<file path="src/rtl/mem_wb_stage.sv">
// rtl/mem_wb_stage.sv - MEM/WB pipeline register with writeback select and retire counter.
// Sub-word load formatting is built only when MEM_WB_LOAD_EXT_EN is defined.
module mem_wb_stage (
  input  logic        clk,
  input  logic        reset,
  input  logic        Stall,
  input  logic        Flush,
  input  logic        RegWriteIn,
  input  logic [1:0]  WBSelIn,
  input  logic [31:0] ALUResultIn,
  input  logic [31:0] MemDataIn,
  input  logic [31:0] PCPlus8In,
  input  logic [4:0]  WriteRegisterIn,
  input  logic [2:0]  LoadTypeIn,
  output logic [4:0]  WriteRegister,
  output logic [31:0] WriteData,
  output logic        RegWrite,
  output logic        ValidOut,
  output logic [31:0] RetireCount
);

  localparam logic [1:0] WB_ALU  = 2'b00;
  localparam logic [1:0] WB_MEM  = 2'b01;
  localparam logic [1:0] WB_LINK = 2'b10;

  logic        r_valid;
  logic        r_regwrite_raw;
  logic [4:0]  r_write_register;
  logic [31:0] r_write_data;
  logic [31:0] r_retire_count;

  logic [31:0] w_load_value;
  logic [31:0] w_wb_data;
  logic        w_retire;

`ifdef MEM_WB_LOAD_EXT_EN
  localparam logic [2:0] LT_LB  = 3'b001;
  localparam logic [2:0] LT_LBU = 3'b010;
  localparam logic [2:0] LT_LH  = 3'b011;
  localparam logic [2:0] LT_LHU = 3'b100;

  logic [7:0]  w_load_byte;
  logic [15:0] w_load_half;

  // Big-endian lanes: offset 0 is the most significant byte.
  always_comb begin
    w_load_byte = MemDataIn[31:24];
    case (ALUResultIn[1:0])
      2'd0:    w_load_byte = MemDataIn[31:24];
      2'd1:    w_load_byte = MemDataIn[23:16];
      2'd2:    w_load_byte = MemDataIn[15:8];
      default: w_load_byte = MemDataIn[7:0];
    endcase
    w_load_half = ALUResultIn[1] ? MemDataIn[15:0] : MemDataIn[31:16];
  end

  always_comb begin
    w_load_value = MemDataIn;
    case (LoadTypeIn)
      LT_LB:   w_load_value = {{24{w_load_byte[7]}}, w_load_byte};
      LT_LBU:  w_load_value = {24'd0, w_load_byte};
      LT_LH:   w_load_value = {{16{w_load_half[15]}}, w_load_half};
      LT_LHU:  w_load_value = {16'd0, w_load_half};
      default: w_load_value = MemDataIn;
    endcase
  end
`else
  logic [2:0] w_unused_load_type;

  assign w_unused_load_type = LoadTypeIn;
  assign w_load_value       = MemDataIn;
`endif

  always_comb begin
    w_wb_data = ALUResultIn;
    case (WBSelIn)
      WB_ALU:  w_wb_data = ALUResultIn;
      WB_MEM:  w_wb_data = w_load_value;
      WB_LINK: w_wb_data = PCPlus8In;
      default: w_wb_data = ALUResultIn;
    endcase
  end

  // Loads count as retiring even when they target no register.
  assign w_retire = RegWriteIn | (WBSelIn == WB_MEM);

  always_ff @(posedge clk) begin
    if (reset) begin
      r_valid          <= 1'b0;
      r_regwrite_raw   <= 1'b0;
      r_write_register <= 5'd0;
      r_write_data     <= 32'd0;
      r_retire_count   <= 32'd0;
    end else if (Flush) begin
      r_valid          <= 1'b0;
      r_regwrite_raw   <= 1'b0;
      r_write_register <= 5'd0;
      r_write_data     <= 32'd0;
    end else if (!Stall) begin
      r_valid          <= 1'b1;
      r_regwrite_raw   <= RegWriteIn;
      r_write_register <= WriteRegisterIn;
      r_write_data     <= w_wb_data;
      if (w_retire) begin
        r_retire_count <= r_retire_count + 32'd1;
      end
    end
  end

  assign WriteRegister = r_write_register;
  assign WriteData     = r_write_data;
  assign ValidOut      = r_valid;
  assign RetireCount   = r_retire_count;
  assign RegWrite      = r_regwrite_raw & r_valid & (r_write_register != 5'd0);

endmodule

</file>
<file path="config.mk">
export PLATFORM = sky130hd
export DESIGN_NAME = mem_wb_stage
export DESIGN_NICKNAME = d
export VERILOG_FILES = /design/src/rtl/mem_wb_stage.sv
export SDC_FILE = /design/constraint.sdc
export NUM_CORES = 1
export LEC_CHECK = 0
export ABC_AREA = 1
export CAP_MARGIN = 25
export CORE_MARGIN = 2
export CORE_UTILIZATION = 41
export DETAILED_ROUTE_END_ITERATION = 8
export GPL_ROUTABILITY_DRIVEN = 1
export PLACE_DENSITY = 0.81
export SLEW_MARGIN = 5
export SYNTH_ARGS = -nofsm -noshare
export SYNTH_HDL_FRONTEND = slang
export SYNTH_SLANG_ARGS = --single-unit
</file>
<file path="constraint.sdc">
create_clock -name clk -period 1.8 [get_ports clk]
set_input_delay 0.27 -clock clk [delete_from_list [all_inputs] [get_ports clk]]
set_output_delay 0.27 -clock clk [all_outputs]
set_load 0.005 [all_outputs]
</file>
Yosys cells after proc, flatten, opt, wreduce, memory -nomap -nowiden

Cells that the tools add are included.

$add $sub $neg: 1
Equality and inequality tests: 2
Bitwise gates (word level): 5
Reduce and logical (&&, ||, !) cells: 3
Mux-type cells: 1

Operators with widths:

| kind                  | count |
|---|---|
| $pmux 32 s2           | 1 |
| $add 32x1->32 const B | 1 |
| $reduce_bool 5->1     | 1 |
| $reduce_and 3->1      | 1 |
| $and 1x1->1           | 2 |
| $eq 2x1->1 const B    | 1 |
| $eq 2x2->1 const B    | 1 |
| $not 1->1             | 2 |
| $reduce_or 2->1       | 1 |
| $or 1x1->1            | 1 |

Logic and storage cells: 17
Output and inout bits: 71
Input bits: 111
Register bits after elaboration: 71

Depth between registers and ports, before layout

Depth after elaboration: 3
Gate-level depth with buffers: 12
Gate-level depth less buffers: 10

Least setup slack after synthesis

Ideal clock, no wire load.

Path type: input to register
From: in WBSelIn[0]
To: reg r_write_data[0] (netlist: WriteData[0])
Stages: 6
Setup time: 0.128 ns
Buffers on the path: 2
Path slack: 0.392 ns
Required time: 1.672 ns
Arrival time: 1.280 ns
Path through: inv_1 ha_1 clkbuf_1 buf_2 mux2i_1 a21oi_1

Word-level cells in the longest chain between the ends: 2
Elaborated cells between the ends (all ways): 3
Those cells by class: 2 x eq/ne; 1 x mux

RTL lines:

| item                                            | line | RTL |
|---|---|---|
| start: declaration                              | 9    | `input logic [1:0] WBSelIn,` |
| $eq 2x2->1 / $eq 2x1->1 (equally long branches) | 76   | `case (WBSelIn)` |
| $pmux 32 s2 *                                   | 76   |  |
| end signal: assignment                          | 103  | `r_write_data <= w_wb_data;` |
| end: declaration                                | 29   | `logic [31:0] r_write_data;` |

Every way passes the cells marked *; elsewhere a longest branch is shown, timed or not.
A chain may end at the register's enable or synchronous reset.

Final worst setup path

From: in WBSelIn[1]
To: reg r_write_data[23] (netlist: WriteData[23])

The elaborated chain is that of the path after synthesis.

==> metrics <==
run status finished, final reports clean; largest area contributor in the netlist dfxtp_1; pre-CTS setup slack -0.182 ns; overall power 3.76 mW; most common cell after layout, fill and taps aside clkdlybuf4s50_1; grt ovf 0; antenna viol nets, final 0; fin cells 803; worst r2r src RetireCount[11]$_SDFFE_PP0P_; Fin. Hold Viols 0; Worst-Margin Slew 0.600 ns; CTS Hold Buffers Added 0; first-pass GRT wire length 18,700 um; Leak 2.31 nW; fin crit period 1.63 ns; Core Rows 35; crit path capture type flip-flop; Yosys cell types 31; Min-Delay Path Class flip-flop to flip-flop; M2 GR Usage 43.3%; share of cells above drive strength 1 7.37%; Worst Path Required 2.06 ns; CTS clk-pin slew, worst paths 0.08 ns; Synth warnings 0; largest buffer count on any clock path 2; crit-path cells clkdlybuf4s50_1, buf_4, ha_2, a22o_1, mux2i_1, a21oi_1; Tot GR Track Use 23.0%; CTS tree built; # nets final 801; H-tree depth 3; Slew headroom 60.0%; vias per cell 5.27; drt wl/cell 14.2 um; # clock sinks 71; final setup margin 0.165 ns; most frequent cells in the layout clkdlybuf4s50_1, nand2_1, dfxtp_1; Slew Limit Fails 0; drt drc 0; Hold Startpoint r_regwrite_raw$_SDFFE_PP0N_; top cell type's share of synthesized area 37.6%; first-pass detailed-route iteration total 6; HPWL after DPL 8950 um; CP Class input pin to flip-flop; Avg Cell Area, Syn 7.46 um2; Area growth syn-to-layout 58.6%; pin count of the biggest net entering global routing 72; VDD IR max 0.346 mV; Die Span Y 100 um; Final setup violation count 0; dpl cells 787; CP max stage cell ha_2; busiest grt layer met2; max cap viols 0; die area 10,000 um2; Syn Nets 621; GRT met3 Usage 5.78%; initial core utilization 41.5%; post-route clock skew 0.00940 ns; Final Cycle Share 90.8%; clk_lat worst skew 0.34 ns; CTS Buf Count 9; Clock Root Buffer clkbuf_8; initial antenna violation count 0; flop2flop setup slack 0.26 ns; met1 usage 25.1%; family with the most delay on the worst path buffers and inverters; R2R depth 8; max incr delay on CP 0.56 ns; vias in the first global route 4,226; Worst Path Arrival 1.90 ns; worst hold stages 2; Seq/Total Area, Yosys 37.6%; Core ar. 9110 um2; Ant. Diodes 0; vias 4,230; RSZ-0062 raised after global routing false; initial DRC count 112; crit path buf inv count 2; Post-Synthesis Cells 507; total wire length 11,400 um; critical path fanouts, max 32; routability cong. 0.881; Finished Core Util 65.9%; Mapped Area 3780 um2; die width 100 um; Hold Path Sink r_regwrite_raw$_SDFFE_PP0N_; IO buf count 178; Power Density 627 nW/um2; RR Endpoint RetireCount[28]$_SDFFE_PP0P_; fmax 0.612 GHz; Area contributors post-synth dfxtp_1, mux2i_1, nand2_1; Ports 182; type of origin of the critical path input pin; flops & latches, synth 71; stages on the worst setup path 6
==> through the flow <==
step	cell area (um2)	hold WS (ns)	TNS, ns
final	6000	0.471	0
after CTS	6000	0.462	0
after global placement	5780	0.456	-3.39
after floorplan	3780	0.415	0
after global routing	6000	0.472	0
after detailed placement	5780	0.464	-6.11
==> state kept, by name, indices dropped and copies added (netlist names) <==
register        flops
WriteData          32
RetireCount        32
r_regwrite_raw      1
WriteRegister       5
ValidOut            1
==> power by group <==
| group | switching (mW) | internal, mW | leakage (nW) | total [mW] |
|---|---|---|---|---|
| combinational | 0.258 | 0.438 | 1.62 | 0.696 |
| clock | 0.615 | 0.819 | 0.110 | 1.43 |
| sequential | 0.0230 | 1.61 | 0.577 | 1.63 |
| total | 0.895 | 2.87 | 2.31 | 3.76 |
==> cell usage after synthesis <==
cell type and count:
nand2_2 1, nand3b_1 1, inv_1 41, nor2_4 5, a22o_1 32, buf_4 1, nand3_1 23, buf_2 3
nor2_1 59, nand3_4 1, o21ai_1 1, a21oi_1 55, inv_2 1, nand2_4 1, clkbuf_1 17, o21ai_0 42
mux2i_1 32, nand3_2 2, nor2_2 4, o21a_1 1, nand2_1 80, buf_1 3, xnor2_1 1, clkinv_4 1
o21bai_1 2, nand4_1 14, o21ai_4 1, dfxtp_1 71, nor3_1 6, buf_6 2, ha_1 3
==> repair_timing <==
action,4_1_cts,5_1_grt
endpoints found under the setup margin,1,0
gates resized for setup,1,0
setup buffers,0,0
==> how the worst max path moves through the flow <==
stage | start | end | slack, ns
after floorplan | WBSelIn[0] | WriteData[0]$_SDFFE_PP0N_ | 0.39
after global placement | WBSelIn[0] | RetireCount[26]$_SDFFE_PP0P_ | -0.11
after detailed placement | WBSelIn[1] | WriteData[23]$_SDFFE_PP0N_ | -0.18
after CTS | RetireCount[2]$_SDFFE_PP0P_ | RetireCount[2] | 0.14
after global routing | WBSelIn[1] | RetireCount[26]$_SDFFE_PP0P_ | 0.04
final | WBSelIn[1] | WriteData[23]$_SDFFE_PP0N_ | 0.17
==> logic make-up (layout without fill, tap and decap cells) <==
family | count (synthesis) | count (layout) | synth area share, %
AND/OR/NAND/NOR | 197 | 197 | 23.8
AO/OA/AOI/OAI | 134 | 134 | 21.4
flip-flops | 71 | 71 | 37.6
buffers and inverters | 69 | 254 | 7.58
multiplexers | 32 | 32 | 8.47
adder cells (fa/ha/maj) | 3 | 3 | 0.992
XOR/XNOR | 1 | 1 | 0.232
==> per-layer routing <==
layer / vias up / part of all wire (%)
met5: - / 0
met2: 169 / 52
met1: 1955 / 40
met3: 15 / 6.8
li1: 2091 / -
met4: 0 / 1.5
==> worst register-to-register path, cell delays in order (launching register included) <==
cell and delay [ns]:
dfxtp_1 0.45, nand2_1 0.08, nor2_1 0.24, nand3_1 0.20
nor2_4 0.20, nand3_1 0.10, nand2_1 0.09, inv_1 0.04
nor2_1 0.09
==> final cells by class <==
class	instances	area, um2
fill	768	3110
timing repair buffer	195	1970
multi-input combinational	367	2080
clock buffer	11	141
inverter	43	166
tap	111	139
clock inverter	5	81.3
sequential	71	1420
No activity file was read; power rests on OpenSTA's default activity.
